===== src/rtl/alu_req_master.sv =====
// -----------------------------------------------------------------------------
// alu_req_master
//   Issues one operation at a time to the ALU core and returns its result.
//   A request accepted on the valid/ready channel is latched, presented to the
//   ALU with CE and INP_VALID asserted for (latency + 1) cycles, and the ALU
//   result and flags are captured at the end of that window. The captured
//   values are then offered on the response valid/ready channel.
//
// Ports
//   clk_i, rst_ni            clock (rising edge), asynchronous active-low reset
//   req_valid_i/req_ready_o  request handshake (ready only while idle)
//   req_opa_i/req_opb_i      request operands
//   req_cmd_i/req_mode_i     request command and mode
//   req_cin_i                request carry-in
//   opa_o/opb_o/cmd_o/
//   mode_o/cin_o             latched payload driven to the ALU
//   ce_o, inp_valid_o        ALU clock enable and operand-valid qualifiers
//   res_i, cout_i, oflow_i,
//   err_i, e_i, g_i, l_i     ALU result and flags
//   rsp_valid_o/rsp_ready_i  response handshake
//   rsp_res_o, rsp_flags_o   captured result and {err,oflow,cout,g,l,e}
//   busy_o                   high whenever an operation is in progress
//   err_cnt_o                saturating count of responses with err set
// -----------------------------------------------------------------------------
module alu_req_master #(
  parameter int DW        = 8,
  parameter int CW        = 4,
  parameter int LAT       = 1,
  parameter int LAT_MUL   = 2,
  parameter int MUL_CMD_A = 9,
  parameter int MUL_CMD_B = 10
) (
  input  logic            clk_i,
  input  logic            rst_ni,
  input  logic            req_valid_i,
  output logic            req_ready_o,
  input  logic [DW-1:0]   req_opa_i,
  input  logic [DW-1:0]   req_opb_i,
  input  logic [CW-1:0]   req_cmd_i,
  input  logic            req_mode_i,
  input  logic            req_cin_i,
  output logic [DW-1:0]   opa_o,
  output logic [DW-1:0]   opb_o,
  output logic [CW-1:0]   cmd_o,
  output logic            mode_o,
  output logic            cin_o,
  output logic            ce_o,
  output logic [1:0]      inp_valid_o,
  input  logic [2*DW-1:0] res_i,
  input  logic            cout_i,
  input  logic            oflow_i,
  input  logic            err_i,
  input  logic            e_i,
  input  logic            g_i,
  input  logic            l_i,
  output logic            rsp_valid_o,
  input  logic            rsp_ready_i,
  output logic [2*DW-1:0] rsp_res_o,
  output logic [5:0]      rsp_flags_o,
  output logic            busy_o,
  output logic [7:0]      err_cnt_o
);

  localparam int LAT_MAX = (LAT > LAT_MUL) ? LAT : LAT_MUL;
  localparam int CNTW    = $clog2(LAT_MAX + 1);

  typedef enum logic [1:0] {
    ST_IDLE  = 2'd0,
    ST_ISSUE = 2'd1,
    ST_WAIT  = 2'd2,
    ST_RESP  = 2'd3
  } state_t;

  state_t          state_q;
  logic [DW-1:0]   opa_q, opb_q;
  logic [CW-1:0]   cmd_q;
  logic            mode_q, cin_q;
  logic            ce_q;
  logic [1:0]      inp_valid_q;
  logic [CNTW-1:0] lat_q, cnt_q;
  logic            rsp_valid_q;
  logic [2*DW-1:0] rsp_res_q;
  logic [5:0]      rsp_flags_q;
  logic [7:0]      err_cnt_q;

  logic            is_mul_d;
  logic [CNTW-1:0] lat_d;
  logic [7:0]      err_cnt_d;

  // Latency is chosen from the request itself so it is fixed at acceptance.
  always_comb begin
    is_mul_d  = req_mode_i && ((req_cmd_i == CW'(MUL_CMD_A)) ||
                               (req_cmd_i == CW'(MUL_CMD_B)));
    lat_d     = is_mul_d ? CNTW'(LAT_MUL) : CNTW'(LAT);
    err_cnt_d = (err_cnt_q == 8'hFF) ? err_cnt_q : err_cnt_q + 8'd1;
  end

  always_ff @(posedge clk_i or negedge rst_ni) begin
    if (!rst_ni) begin
      state_q     <= ST_IDLE;
      opa_q       <= '0;
      opb_q       <= '0;
      cmd_q       <= '0;
      mode_q      <= 1'b0;
      cin_q       <= 1'b0;
      ce_q        <= 1'b0;
      inp_valid_q <= 2'b00;
      lat_q       <= '0;
      cnt_q       <= '0;
      rsp_valid_q <= 1'b0;
      rsp_res_q   <= '0;
      rsp_flags_q <= '0;
      err_cnt_q   <= '0;
    end else begin
      case (state_q)
        ST_IDLE: begin
          if (req_valid_i) begin
            opa_q       <= req_opa_i;
            opb_q       <= req_opb_i;
            cmd_q       <= req_cmd_i;
            mode_q      <= req_mode_i;
            cin_q       <= req_cin_i;
            lat_q       <= lat_d;
            // CE rises together with ISSUE so it spans ISSUE plus all of WAIT.
            ce_q        <= 1'b1;
            inp_valid_q <= 2'b11;
            state_q     <= ST_ISSUE;
          end
        end
        ST_ISSUE: begin
          cnt_q   <= lat_q;
          state_q <= ST_WAIT;
        end
        ST_WAIT: begin
          if (cnt_q == CNTW'(1)) begin
            rsp_res_q   <= res_i;
            rsp_flags_q <= {err_i, oflow_i, cout_i, g_i, l_i, e_i};
            rsp_valid_q <= 1'b1;
            if (err_i) begin
              err_cnt_q <= err_cnt_d;
            end
            ce_q        <= 1'b0;
            inp_valid_q <= 2'b00;
            state_q     <= ST_RESP;
          end else begin
            cnt_q <= cnt_q - CNTW'(1);
          end
        end
        ST_RESP: begin
          if (rsp_ready_i) begin
            rsp_valid_q <= 1'b0;
            state_q     <= ST_IDLE;
          end
        end
        default: state_q <= ST_IDLE;
      endcase
    end
  end

  assign req_ready_o = (state_q == ST_IDLE);
  assign busy_o      = (state_q != ST_IDLE);
  assign opa_o       = opa_q;
  assign opb_o       = opb_q;
  assign cmd_o       = cmd_q;
  assign mode_o      = mode_q;
  assign cin_o       = cin_q;
  assign ce_o        = ce_q;
  assign inp_valid_o = inp_valid_q;
  assign rsp_valid_o = rsp_valid_q;
  assign rsp_res_o   = rsp_res_q;
  assign rsp_flags_o = rsp_flags_q;
  assign err_cnt_o   = err_cnt_q;

endmodule

===== config.mk =====
export PLATFORM = sky130hd
export DESIGN_NAME = alu_req_master
export DESIGN_NICKNAME = d
export VERILOG_FILES = /design/src/rtl/alu_req_master.sv
export SDC_FILE = /design/constraint.sdc
export NUM_CORES = 1
export LEC_CHECK = 0
export CAP_MARGIN = 30
export CORE_MARGIN = 4
export CORE_UTILIZATION = 42
export CTS_CLUSTER_DIAMETER = 100
export DETAILED_ROUTE_END_ITERATION = 12
export HOLD_SLACK_MARGIN = 0.08
export PLACE_DENSITY = 0.86
export SYNTH_ARGS = -nofsm -noshare
export SYNTH_HDL_FRONTEND = slang
export SYNTH_SLANG_ARGS = --single-unit

===== constraint.sdc =====
create_clock -name clk_i -period 2.4 [get_ports clk_i]
set_input_delay 0.48 -clock clk_i [delete_from_list [all_inputs] [get_ports clk_i]]
set_output_delay 0.48 -clock clk_i [all_outputs]
set_load 0.1 [all_outputs]

==> summary.txt <==
Clocking
  – CTS H-tree depth: 3
  – CTS Sinks: 60
  – Hold bufs inserted after CTS: 0
  – Post_cts resized: 0
  – Clock transition at path regs: 60 ps
  – CTS max path bufs: 2
  – Post-CTS Setup Inserts: 0
  – Clock Latency Late Sink: 320 ps
  – Num CTS Buffers: 9
  – CTS tree: done
  – Root Buffer: clkbuf_8

Routing
  – Final wirelength: 5.45 mm
  – # DRC: 0
  – Routed len/inst: 14.7 um
  – Remaining antenna violation count: 0
  – First-pass iteration count of the detailed router: 4
  – Via count: 1802
  – Via/cell ratio: 4.84
  – DR iter-0 viols: 72

STA
  – Period utilization: 84.0%
  – Fmax: 0.496 GHz
  – Final hold vios: 0
  – Setup tns final: 0 ps
  – Final setup vio count: 0
  – Crit path time final: 2010 ps
  – Worst Tran Pin Value: 453 ps
  – Post-route clock skew: 7.62 ps
  – Rel. slew slack: 69.8%
  – RSZ-0062 raised after global routing: no
  – Slew Viols, Final: 0

Global route
  – First-pass GRT wire length: 9.04 mm
  – Largest net degree at the start of global routing: 61
  – GR Overflow Total: 0
  – Antenna violations before repair: 0
  – Vias in the first global route: 1916
  – Tot GR Track Use: 15.6%

Synthesis
  – Async SR Flop Fraction: 100%
  – Synth unique cells: 36
  – Cell Area, Synth: 2540 um2
  – Synth warnings: 0
  – Syn Area/Cell: 13.9 um2
  – Post-synth top flop: dfrtp_1
  – Post-synthesis register bit count: 60
  – Mapped Nets: 238
  – Post-Syn Instances: 183
  – Post-synth EDFFs: 0
  – Sequential area share after synthesis: 59.2%

Floorplanning
  – DIE HEIGHT: 85.7 um
  – # rows: 28
  – Die width: 85.7 um
  – Core ar.: 5890 um2
  – Die area: 7350 um2
  – Ports: 106
  – Initial core utilization: 43.1%

Setup path
  – Worst Path Arrival: 2210 ps
  – Critical path cell sequence: inv_1 -> ha_1 -> nand3_1 -> nor4_1 -> mux2_2
  – CP endpoint kind: flip-flop
  – Crit-path max FO: 11
  – Slowest CP cell: ha_1
  – Critical Setup Path Class: reg -> reg
  – Slowest Stage Delay on Critical Path: 410 ps
  – CP required: 2600 ps
  – Crit start category: flip-flop

Cells and area
  – FF/Latch Area: 1500 um2
  – Fraction of layout cells with a size suffix above 1: 41.4%
  – Fillers: 489
  – Final non-filler cell total: 372
  – Multi-input logic area: 955 um2
  – Area growth from synthesis to layout: 44.7%
  – Final #Nets: 349
  – Ant. Diodes: 0

Hold path
  – Worst hold path class: in -> async

Place
  – Post-DP HPWL: 4.08 mm
  – I/O Buffers: 105
  – Placed instance count: 358
  – Routability Congestion: 0.811

Job
  – Max-cap viol count: 0

Run status
  – Status: finished clean
==> registers in the layout, indices dropped and copies added, names as in the netlist, 2 cells and up <==
name and cells:
cmd_o 4, cnt_q 2, err_cnt_o 8, lat_q 2, opa_o 8, opb_o 8, rsp_flags_o 6, rsp_res_o 16
state_q 2
==> routing by layer <==
metal | vias up | track usage, % | share of wire [%]
met3 | 6 | 7.30 | 9.2
met2 | 67 | 25.4 | 50
met5 | - | 0 | 0
met1 | 865 | 17.8 | 40
met4 | 0 | 6.33 | 0.95
li1 | 864 | - | -
==> stage by stage <==
step / utilization [%] / worst slack [ps] / instance area [um2] / hold slack (ps)
global route: 62.4 / 185 / 3670 / 163
global placement: 59.7 / 458 / 3520 / 469
CTS: 62.4 / 396 / 3670 / 167
finish: 62.4 / 385 / 3670 / 148
detailed placement: 59.7 / 407 / 3520 / 471
floorplan: - / 292 / 2540 / 184
==> final timing paths <==
| kind | startpoint | endpoint | slack, ps | depth (start not counted) |
|---|---|---|---|---|
| worst max-delay path | state_q[0] | err_cnt_o[6] | 390 | 5 |
| worst max register to register | state_q[0] | err_cnt_o[6] | 390 | 5 |
| worst min-delay path | rst_ni | rsp_valid_o | 150 | 2 |
| min in group clk_i | lat_q[1] | lat_q[1] | 480 | 2 |
| max in group asynchronous | rst_ni | cmd_o[3] | 1970 | 2 |
| worst min register to register | lat_q[1] | lat_q[1] | 480 | 2 |
==> synthesized netlist by cell type (all sizes together), types with 2 or more instances <==
cell type | instances | area share (%)
a211oi | 4 | 1.2
a21oi | 4 | 0.79
buf | 8 | 2.1
dfrtp | 60 | 59
ha | 7 | 3.5
inv | 8 | 1.2
mux2 | 46 | 20
mux2i | 3 | 1.2
nand2 | 10 | 1.6
nand2b | 2 | 0.49
nand3 | 2 | 0.39
nand4 | 2 | 0.49
nor2 | 3 | 0.44
nor2b | 3 | 0.74
o21ai | 2 | 0.39
xor2 | 4 | 1.4
==> cell type report <==
type,count,share of cell area [%]
inverters,8,0.818
clock buffers,11,3.85
multi-input cells,107,26.0
flip-flops and latches,60,40.9
repair buffers,108,25.5
clock inverters,3,0.409
well taps,75,2.56
==> critical path, delay by kind of cell (launching register included) <==
| family | cells | cell delay (ps) |
|---|---|---|
| simple gates | 2 | 590 |
| fa+ha+maj | 1 | 410 |
| flops | 1 | 400 |
| mux | 1 | 370 |
| buf+inv | 1 | 130 |
==> logic make-up (layout without fill, tap and decap cells) <==
| family | Yosys count | count (layout) | share of synthesized area (%) |
|---|---|---|---|
| compound gates | 18 | 18 | 4.98 |
| xor+xnor | 5 | 5 | 1.73 |
| fa+ha+maj | 7 | 7 | 3.45 |
| buf+inv | 16 | 130 | 3.30 |
| flops | 60 | 60 | 59.2 |
| mux | 49 | 49 | 21.6 |
| simple gates | 28 | 28 | 5.77 |
==> placed cells by master, fill, tap and decap left out, types with 2 or more instances in the layout <==
master	instances
inv_1	7
clkbuf_8	10
a21oi_1	4
nand2_1	9
nand4_1	2
nand2b_1	2
clkinv_2	3
dfrtp_1	60
ha_1	6
mux2_2	45
mux2i_1	3
xor2_1	4
nand3_1	2
clkdlybuf4s50_1	46
o21ai_0	2
buf_4	60
a211oi_1	4
nor2_1	3
nor2b_1	3
Power is left out: the tool's default activity adds up to more than one toggle a clock period on the data nets, which glitch-free logic cannot reach.
